===== src/rtl/seg7_pkg.sv =====
// Shared BCD digit type and active-low 7-segment decode for the counter/display block.
package seg7_pkg;

    typedef logic [3:0] bcd_digit_t;

    localparam logic [6:0] SEG_BLANK = 7'b1111111;

    // {a,b,c,d,e,f,g} patterns, entry 0 is the rightmost element
    localparam logic [9:0][6:0] SEG_TABLE = {
        7'b0000100, 7'b0000000, 7'b0001111, 7'b0100000, 7'b0100100,
        7'b1001100, 7'b0000110, 7'b0010010, 7'b1001111, 7'b0000001
    };

    function automatic logic [6:0] seg7_decode(input bcd_digit_t d);
        if (d <= 4'd9) begin
            return SEG_TABLE[d];
        end
        return SEG_BLANK;
    endfunction

endpackage


===== src/rtl/bcd_counter_7seg_mux_if.sv =====
// Control inputs and display/count outputs of the multi-digit BCD counter.
interface bcd_counter_7seg_mux_if #(
    parameter int DIGITS = 4
);
    logic                  en;
    logic                  up_dn;
    logic                  clr;
    logic                  load;
    logic [4*DIGITS-1:0]   load_val;
    logic [4*DIGITS-1:0]   count_bcd;
    logic                  tick;
    logic                  wrap;
    logic [6:0]            seg;
    logic [DIGITS-1:0]     an;

    modport master (
        output en, up_dn, clr, load, load_val,
        input  count_bcd, tick, wrap, seg, an
    );

    modport slave (
        input  en, up_dn, clr, load, load_val,
        output count_bcd, tick, wrap, seg, an
    );

endinterface


===== src/rtl/bcd_decade.sv =====
// One BCD decade with ripple carry/borrow out; chained by the counter top.
module bcd_decade
    import seg7_pkg::*;
(
    input  logic       clk,
    input  logic       rst_n,
    input  logic       step_i,
    input  logic       up_dn_i,
    input  logic       cin_i,
    input  logic       clr_i,
    input  logic       load_i,
    input  bcd_digit_t load_digit_i,
    output bcd_digit_t digit_o,
    output logic       cout_o
);

    bcd_digit_t digit_q, digit_d;

    always_comb begin
        digit_d = digit_q;
        if (clr_i) begin
            digit_d = '0;
        end else if (load_i) begin
            digit_d = (load_digit_i > 4'd9) ? 4'd0 : load_digit_i;
        end else if (step_i && cin_i) begin
            if (up_dn_i) begin
                digit_d = (digit_q == 4'd9) ? 4'd0 : digit_q + 4'd1;
            end else begin
                digit_d = (digit_q == 4'd0) ? 4'd9 : digit_q - 4'd1;
            end
        end
    end

    always_ff @(posedge clk) begin
        if (!rst_n) begin
            digit_q <= '0;
        end else begin
            digit_q <= digit_d;
        end
    end

    assign digit_o = digit_q;
    assign cout_o  = cin_i & (up_dn_i ? (digit_q == 4'd9) : (digit_q == 4'd0));

endmodule


===== src/rtl/bcd_counter_7seg_mux.sv =====
// N-decade BCD up/down counter with tick prescaler and multiplexed active-low 7-segment scan.
module bcd_counter_7seg_mux
    import seg7_pkg::*;
#(
    parameter int DIGITS      = 4,
    parameter int TICK_DIV    = 20_000_000,
    parameter int REFRESH_DIV = 12_000
) (
    input logic                   clk,
    input logic                   rst_n,
    bcd_counter_7seg_mux_if.slave bus
);

    localparam int PRE_W  = $clog2(TICK_DIV);
    localparam int REF_W  = $clog2(REFRESH_DIV);
    localparam int SCAN_W = (DIGITS > 1) ? $clog2(DIGITS) : 1;

    logic [PRE_W-1:0]  pre_q, pre_d;
    logic [REF_W-1:0]  ref_q, ref_d;
    logic [SCAN_W-1:0] scan_q, scan_d;
    logic              wrap_q, wrap_d;
    logic [6:0]        seg_q, seg_d;
    logic [DIGITS-1:0] an_q, an_d;

    logic                          tick_w;
    logic                          step_w;
    logic [DIGITS:0]               carry_w;
    bcd_digit_t [DIGITS-1:0]       digits_w;

    // tick gated by rst_n so it reads 0 for the whole reset cycle
    assign tick_w     = rst_n & (pre_q == PRE_W'(TICK_DIV - 1));
    assign step_w     = tick_w & bus.en;
    assign carry_w[0] = 1'b1;

    for (genvar i = 0; i < DIGITS; i++) begin : g_decade
        bcd_decade u_decade (
            .clk          (clk),
            .rst_n        (rst_n),
            .step_i       (step_w),
            .up_dn_i      (bus.up_dn),
            .cin_i        (carry_w[i]),
            .clr_i        (bus.clr),
            .load_i       (bus.load),
            .load_digit_i (bus.load_val[4*i +: 4]),
            .digit_o      (digits_w[i]),
            .cout_o       (carry_w[i+1])
        );
    end

    always_comb begin
        pre_d  = pre_q + PRE_W'(1);
        if (bus.clr || bus.load || (pre_q == PRE_W'(TICK_DIV - 1))) begin
            pre_d = '0;
        end

        wrap_d = step_w & ~bus.clr & ~bus.load & carry_w[DIGITS];

        ref_d  = ref_q + REF_W'(1);
        scan_d = scan_q;
        if (ref_q == REF_W'(REFRESH_DIV - 1)) begin
            ref_d  = '0;
            scan_d = (scan_q == SCAN_W'(DIGITS - 1)) ? '0 : scan_q + SCAN_W'(1);
        end

        seg_d = seg7_decode(digits_w[scan_q]);
        an_d  = ~(DIGITS'(1) << scan_q);
    end

    always_ff @(posedge clk) begin
        if (!rst_n) begin
            pre_q  <= '0;
            ref_q  <= '0;
            scan_q <= '0;
            wrap_q <= 1'b0;
            seg_q  <= SEG_BLANK;
            an_q   <= '1;
        end else begin
            pre_q  <= pre_d;
            ref_q  <= ref_d;
            scan_q <= scan_d;
            wrap_q <= wrap_d;
            seg_q  <= seg_d;
            an_q   <= an_d;
        end
    end

    assign bus.count_bcd = digits_w;
    assign bus.tick      = tick_w;
    assign bus.wrap      = wrap_q;
    assign bus.seg       = seg_q;
    assign bus.an        = an_q;

endmodule


===== src/flat_wrapper.sv =====
// flat-port wrapper written by rule: the top's interface ports become plain ports
module bcd_counter_7seg_mux_flat import seg7_pkg::*;
#(
    parameter int DIGITS      = 4,
    parameter int TICK_DIV    = 20_000_000,
    parameter int REFRESH_DIV = 12_000
)
  (clk, rst_n, bus_en, bus_up_dn, bus_clr, bus_load, bus_load_val, bus_count_bcd, bus_tick, bus_wrap, bus_seg, bus_an);
  bcd_counter_7seg_mux_if #(.DIGITS(DIGITS)) bus_i ();
  input logic clk;
  input logic rst_n;
  input wire logic [$bits(bus_i.en)-1:0] bus_en;
  input wire logic [$bits(bus_i.up_dn)-1:0] bus_up_dn;
  input wire logic [$bits(bus_i.clr)-1:0] bus_clr;
  input wire logic [$bits(bus_i.load)-1:0] bus_load;
  input wire logic [$bits(bus_i.load_val)-1:0] bus_load_val;
  output wire logic [$bits(bus_i.count_bcd)-1:0] bus_count_bcd;
  output wire logic [$bits(bus_i.tick)-1:0] bus_tick;
  output wire logic [$bits(bus_i.wrap)-1:0] bus_wrap;
  output wire logic [$bits(bus_i.seg)-1:0] bus_seg;
  output wire logic [$bits(bus_i.an)-1:0] bus_an;
  assign bus_i.en = bus_en;
  assign bus_i.up_dn = bus_up_dn;
  assign bus_i.clr = bus_clr;
  assign bus_i.load = bus_load;
  assign bus_i.load_val = bus_load_val;
  assign bus_count_bcd = bus_i.count_bcd;
  assign bus_tick = bus_i.tick;
  assign bus_wrap = bus_i.wrap;
  assign bus_seg = bus_i.seg;
  assign bus_an = bus_i.an;
  bcd_counter_7seg_mux #(.DIGITS(DIGITS), .TICK_DIV(TICK_DIV), .REFRESH_DIV(REFRESH_DIV)) u_core (.clk(clk), .rst_n(rst_n), .bus(bus_i));
endmodule

===== config.mk =====
export PLATFORM = sky130hd
export DESIGN_NAME = bcd_counter_7seg_mux_flat
export DESIGN_NICKNAME = d
export VERILOG_FILES = /design/src/rtl/seg7_pkg.sv /design/src/rtl/bcd_counter_7seg_mux_if.sv /design/src/rtl/bcd_decade.sv /design/src/rtl/bcd_counter_7seg_mux.sv /design/src/flat_wrapper.sv
export SDC_FILE = /design/constraint.sdc
export NUM_CORES = 1
export LEC_CHECK = 0
export CAP_MARGIN = 20
export CORE_ASPECT_RATIO = 0.6
export CORE_MARGIN = 1
export CORE_UTILIZATION = 50
export CTS_BUF_LIST = sky130_fd_sc_hd__clkbuf_16
export DETAILED_ROUTE_END_ITERATION = 10
export HOLD_SLACK_MARGIN = 0.02
export PLACE_DENSITY = 0.78
export SYNTH_ARGS = -nofsm -noshare
export SYNTH_HDL_FRONTEND = slang
export SYNTH_SLANG_ARGS = --single-unit

===== constraint.sdc =====
create_clock -name clk -period 5.7 [get_ports clk]
set_input_delay 1.14 -clock clk [delete_from_list [all_inputs] [get_ports clk]]
set_output_delay 1.14 -clock clk [all_outputs]
set_load 0.03 [all_outputs]

Word-level counts from Yosys, hierarchy flattened

Memory sizes are Yosys's and may differ from the RTL's. A register that Yosys moved wholly into a read port is not among the register bits.
Index checks and enable logic that the tools add are counted.
Widths: inputs -> output; s select.

Bits in registers: 62
Bits in read-only memories: 112
Memories kept: 1
Word-level logic and storage cells: 97

Memories:

| memory           | depth | bits a word | rd ports | clocked after Yosys merged registers in | write ports | line           | RTL |
|---|---|---|---|---|---|---|---|
| (name not given) | 16    | 7           | 1        | 1                                       | 0           | seg7_pkg.sv:16 | `return SEG_TABLE[d];` |

Order comparisons: 6
Bitwise operators: 12
Equal/unequal tests: 7
Shift operators: 1
Reduce and logical (&&, ||, !) cells: 18
$add $sub $neg: 11
Multiplexer cells: 32

Operators with widths:

| cell                  | count |
|---|---|
| $mux 4                | 25 |
| $add 25x1->25 const B | 1 |
| $eq 25x25->1 const B  | 1 |
| $add 4x1->4 const B   | 4 |
| $eq 4x4->1 const B    | 4 |
| $gt 4x4->1 const B    | 4 |
| $logic_not 4->1       | 4 |
| $sub 4x1->4 const B   | 4 |
| $add 14x1->14 const B | 1 |
| $eq 14x14->1 const B  | 1 |
| $and 1x1->1           | 8 |
| $bmux 4 s2            | 1 |
| $reduce_bool 2->1     | 4 |
| $reduce_or 2->1       | 3 |
| $mux 1                | 5 |
| $le 4x4->1 const B    | 1 |
| $not 4->4             | 1 |
| $shl 1x2->4 const A   | 1 |
| $logic_and 1x1->1     | 3 |
| $lt 2x3->1 const B    | 1 |
| $not 1->1             | 3 |
| $add 2x1->2 const B   | 1 |
| $eq 2x2->1 const B    | 1 |
| $logic_or 1x1->1      | 2 |
| 3 further kinds       | 3 |

Depth between registers and ports, before layout

Word-level depth: 7
Gate-level depth with buffers: 9

Hierarchy

Synthesis repeated with hierarchy kept, for this count alone.

Cells, all modules: 474
Area total of the unflattened synthesis: 4053.9 um2

Modules (own cells, without submodules):

| module               | times used | area an instance (um2) | cells each | sequential area each (um2) |
|---|---|---|---|---|
| bcd_counter_7seg_mux | 1          | 2432.3                 | 270        | 1061.0 |
| bcd_decade           | 4          | 405.4                  | 51         | 80.1 |

Worst setup path before layout

No wires, ideal clock.

Path type: input to output
Start: input port rst_n
End: output port bus_tick
Path slack: 2.875 ns
Stages: 2
Arrival time: 1.685 ns
Cells stage by stage: clkbuf_1 and2_1

Word-level cells in the longest chain between the ends: 1

RTL lines:

| item            | line                       | RTL |
|---|---|---|
| start, declared | flat_wrapper.sv:11         | `input logic rst_n;` |
| $and 1x1->1     | bcd_counter_7seg_mux.sv:31 | `assign tick_w = rst_n & (pre_q == PRE_W'(TICK_DIV - 1));` |
| end, declared   | flat_wrapper.sv:18         | `output wire logic [$bits(bus_i.tick)-1:0] bus_tick;` |

No other way between the ends.

Worst setup path after layout

Ends and elaborated chain as after synthesis.

==> flow_metrics.py <==
metrics = {
    "run_status": {
        "run_status": "finished clean",
    },
    "logic_synthesis": {
        "synth-edff-count": 0,
        "post_synth.cell_area_avg_um2": 8.173,
        "synth_most_common_cell": "dfxtp_1",
        "synth_top_area_frac": 0.3611,
        "count_of_unique_library_cells_instantiated_by_yosys": 54,
        "postSynth.asyncResetShare": 0,
        "mappedNetlistArea_um2": 3825,
        "synth-main-ff-cell": "dfxtp_1",
        "synthesis.nets": 500,
        "netlist_top_cells_area": "dfxtp_1 36%, xnor2_1 6.4%, nor2_1 6.4%, o21ai_0 3.8%, nand2_1 3.3%",
        "synthTopCellsByCount": "69 x dfxtp_1, 65 x nor2_1, 34 x nand2_1",
        "synth-seq-area-share": 0.3611,
        "synth_cells": 468,
        "total_of_flip_flops_plus_latches_after_synthesis": 69,
        "yosys_warnings": 0,
        "synth_top_area_cell": "dfxtp_1",
    },
    "detailed_routing": {
        "post_dr_vias_cell": 5.689,
        "met2WireLength_mm": 3.979,
        "detailed_route_drc_error_count": 0,
        "totalWireLength_mm": 9.263,
        "dr_wl_met3_um": 537,
        "first_pass_iters": 4,
        "detail_route.wl_per_cell_um": 15.09,
        "drt.antenna.violating_nets": 0,
        "drt-met1-wl_mm": 4.656,
        "route.vias.total": 3493,
        "detail_route.iter0.violations": 287,
        "dr.max_layer_used": "met4",
    },
    "power": {
        "ir_drop_uv": 149.2,
        "seq_power_share": 0.442,
        "p_leak_nw": 1.518,
        "internal-power_mw": 0.8687,
        "switching_fraction_of_total_power": 0.2383,
        "powerDensity_nw_per_um2": 245.3,
        "pwr-share-comb": 0.094,
        "power.switching_mw": 0.2718,
        "p_clk_frac": 0.464,
    },
    "clocking": {
        "cts_hold_buffers": 0,
        "clock_tree_from_tritoncts": "yes",
        "clock_sinks": 69,
        "clkLatencyLatePin_ns": 0.33,
        "cell_at_the_root_of_the_clock_tree": "clkbuf_16",
        "cts.repair_timing.setup_buffer_count": 0,
        "cts_max_level": 3,
        "cts_resized": 0,
        "cts_inserted_buffers": 9,
        "clk_pin_slew_worst_paths_ns": 0.05,
        "cts_buffer_depth": 2,
    },
    "placed_design": {
        "place.detailed.instances": 599,
        "gpl.final_weighted_congestion": 0.8786,
        "dpl-instance-area_um2": 4369,
        "post-dp-hpwl_mm": 6.470,
        "place.port_buffers": 50,
    },
    "floorplanning": {
        "floorplan.initialDensity": 0.5220,
        "fp.dieW_um": 114.9,
        "die-height_um": 69.75,
        "row_count": 24,
        "floorplan.io_pins": 51,
        "die-area_um2": 8015,
        "core_region_area_um2": 7327,
    },
    "global_route": {
        "grt_pass1_vias": 3044,
        "globalRouteTotalUtil": 0.2419,
        "largest_net_degree_at_the_start_of_global_routing": 30,
        "antenna_found_initial": 0,
        "globalRouteOverflowTotal": 0,
        "grt_pass1_wl_mm": 15.04,
    },
    "timing": {
        "timing.final.crit_share": 0.6883,
        "final-setup-viol-count": 0,
        "timing.clock.skew_ns": 0.008261,
        "slew_headroom": 0.3498,
        "hold_violations": 0,
        "transition_at_the_pin_with_the_smallest_max_transition_slack_ns": 0.9723,
        "clock.fmax_mhz": 254.9,
        "rsz_0062_raised_after_global_routing": "no",
        "timing.hold.ws_ns": 0.4513,
        "report.final.slew_viol_count": 0,
        "finalSetupTns_ns": 0,
        "period_needed_ns": 3.923,
    },
    "setup_path": {
        "nature_of_the_critical_path_startpoint": "primary input",
        "end_kind": "output pin",
        "critPathRequiredTime_ns": 4.56,
        "arrival_time_of_data_at_the_critical_path_endpoint_ns": 2.78,
        "critPathKind": "in2out",
        "critPathMaxFanout": 14,
    },
    "run": {
        "max-cap-violations": 0,
    },
    "final_layout": {
        "n_diodes": 0,
        "final_layout_size_suffix_gt1_frac": 0.05686,
        "layout.core_utilization": 0.6346,
        "layout.cell_area.non_filler_um2": 4649,
        "final_nets": 538,
        "area_delta_synth_final_pct": 21.56,
        "fill_cells": 647,
        "stdcell_count": 614,
    },
    "min_path": {
        "hold_class": "reg2reg",
    },
}
-- registers in the layout (all words and copies together), names as in the netlist --
| register | cells |
|---|---|
| u_core.scan_q | 2 |
| u_core.bus.an | 4 |
| u_core.ref_q | 14 |
| u_core.bus.wrap | 1 |
| u_core.pre_q | 25 |
| u_core.bus.seg | 7 |
| u_core.g_decade.u_decade.digit_o | 16 |
-- power by group through the flow --
stage | Combinational [mW] | Sequential, mW | Clock, mW
5_1_grt | 0.115 | 0.505 | 0.563
3_3_place_gp | 0.103 | 0.514 | 0
3_5_place_dp | 0.106 | 0.514 | 0
4_1_cts | 0.106 | 0.504 | 0.540
6_report | 0.107 | 0.504 | 0.530
2_1_floorplan | 0.0524 | 0.521 | 0
-- routing by layer --
metal  up-vias  GRT usage
met5         -          0
met4         0    0.07504
met3         9    0.05857
met1      1621     0.3498
met2       117     0.3521
li1       1746          -
-- metrics by stage --
step | worst slack, ns | power, mW
floorplan | 2.875 | 0.5739
global placement | 1.834 | 0.6170
detailed placement | 1.721 | 0.6193
CTS | 1.786 | 1.149
global route | 1.743 | 1.184
finish | 1.777 | 1.140
-- logic make-up (layout without fill, tap and decap cells) --
logic type / count (synthesis) / after routing / synth area share
DFF: 69 / 69 / 0.3611
muxes: 8 / 8 / 0.03402
and+or+nand+nor: 210 / 210 / 0.2892
buffers and inverters: 45 / 87 / 0.04612
adders and majority gates: 10 / 10 / 0.03271
AOI/OAI and AO/OA: 84 / 84 / 0.1407
xor gates and xnor gates: 42 / 42 / 0.09617
-- final timing paths --
kind	from	end	slack [ns]	cells past startpoint
worst min-delay path	u_core.pre_q[0]$_SDFF_PP0_	u_core.pre_q[0]$_SDFF_PP0_	0.45	1
worst max-delay path	rst_n	bus_tick	1.78	3
worst min register to register	u_core.pre_q[0]$_SDFF_PP0_	u_core.pre_q[0]$_SDFF_PP0_	0.45	1
worst max register to register	u_core.pre_q[0]$_SDFF_PP0_	u_core.g_decade[3].u_decade.digit_o[0]$_SDFFE_PP0P_	3.33	6
-- critical path, cell delays in order --
cell and delay (ns):
clkdlybuf4s50_1 0.78, and2_1 0.20, clkdlybuf4s50_1 0.66
-- cell type report --
type / count / area, µm² / share of cell area
timing repair buffer: 52 / 515.5 / 0.1109
multi-input combinational: 354 / 2267 / 0.4876
inverter: 20 / 75.07 / 0.01615
clock buffer: 9 / 225.2 / 0.04844
sequential: 69 / 1381 / 0.2971
tap: 104 / 130.1 / 0.02799
clock inverter: 6 / 55.05 / 0.01184
-- cell usage in the layout (no fill, tap or decap), drive strengths merged, types with 14 or more instances in the layout --
cell type / count
o21ai: 29
nand3: 21
nor3: 16
nand4: 16
xor2: 14
xnor2: 28
nand2: 34
nor2: 65
clkdlybuf4s50: 50
dfxtp: 69
inv: 20
Note: power is estimated with default switching activity, not from simulation.
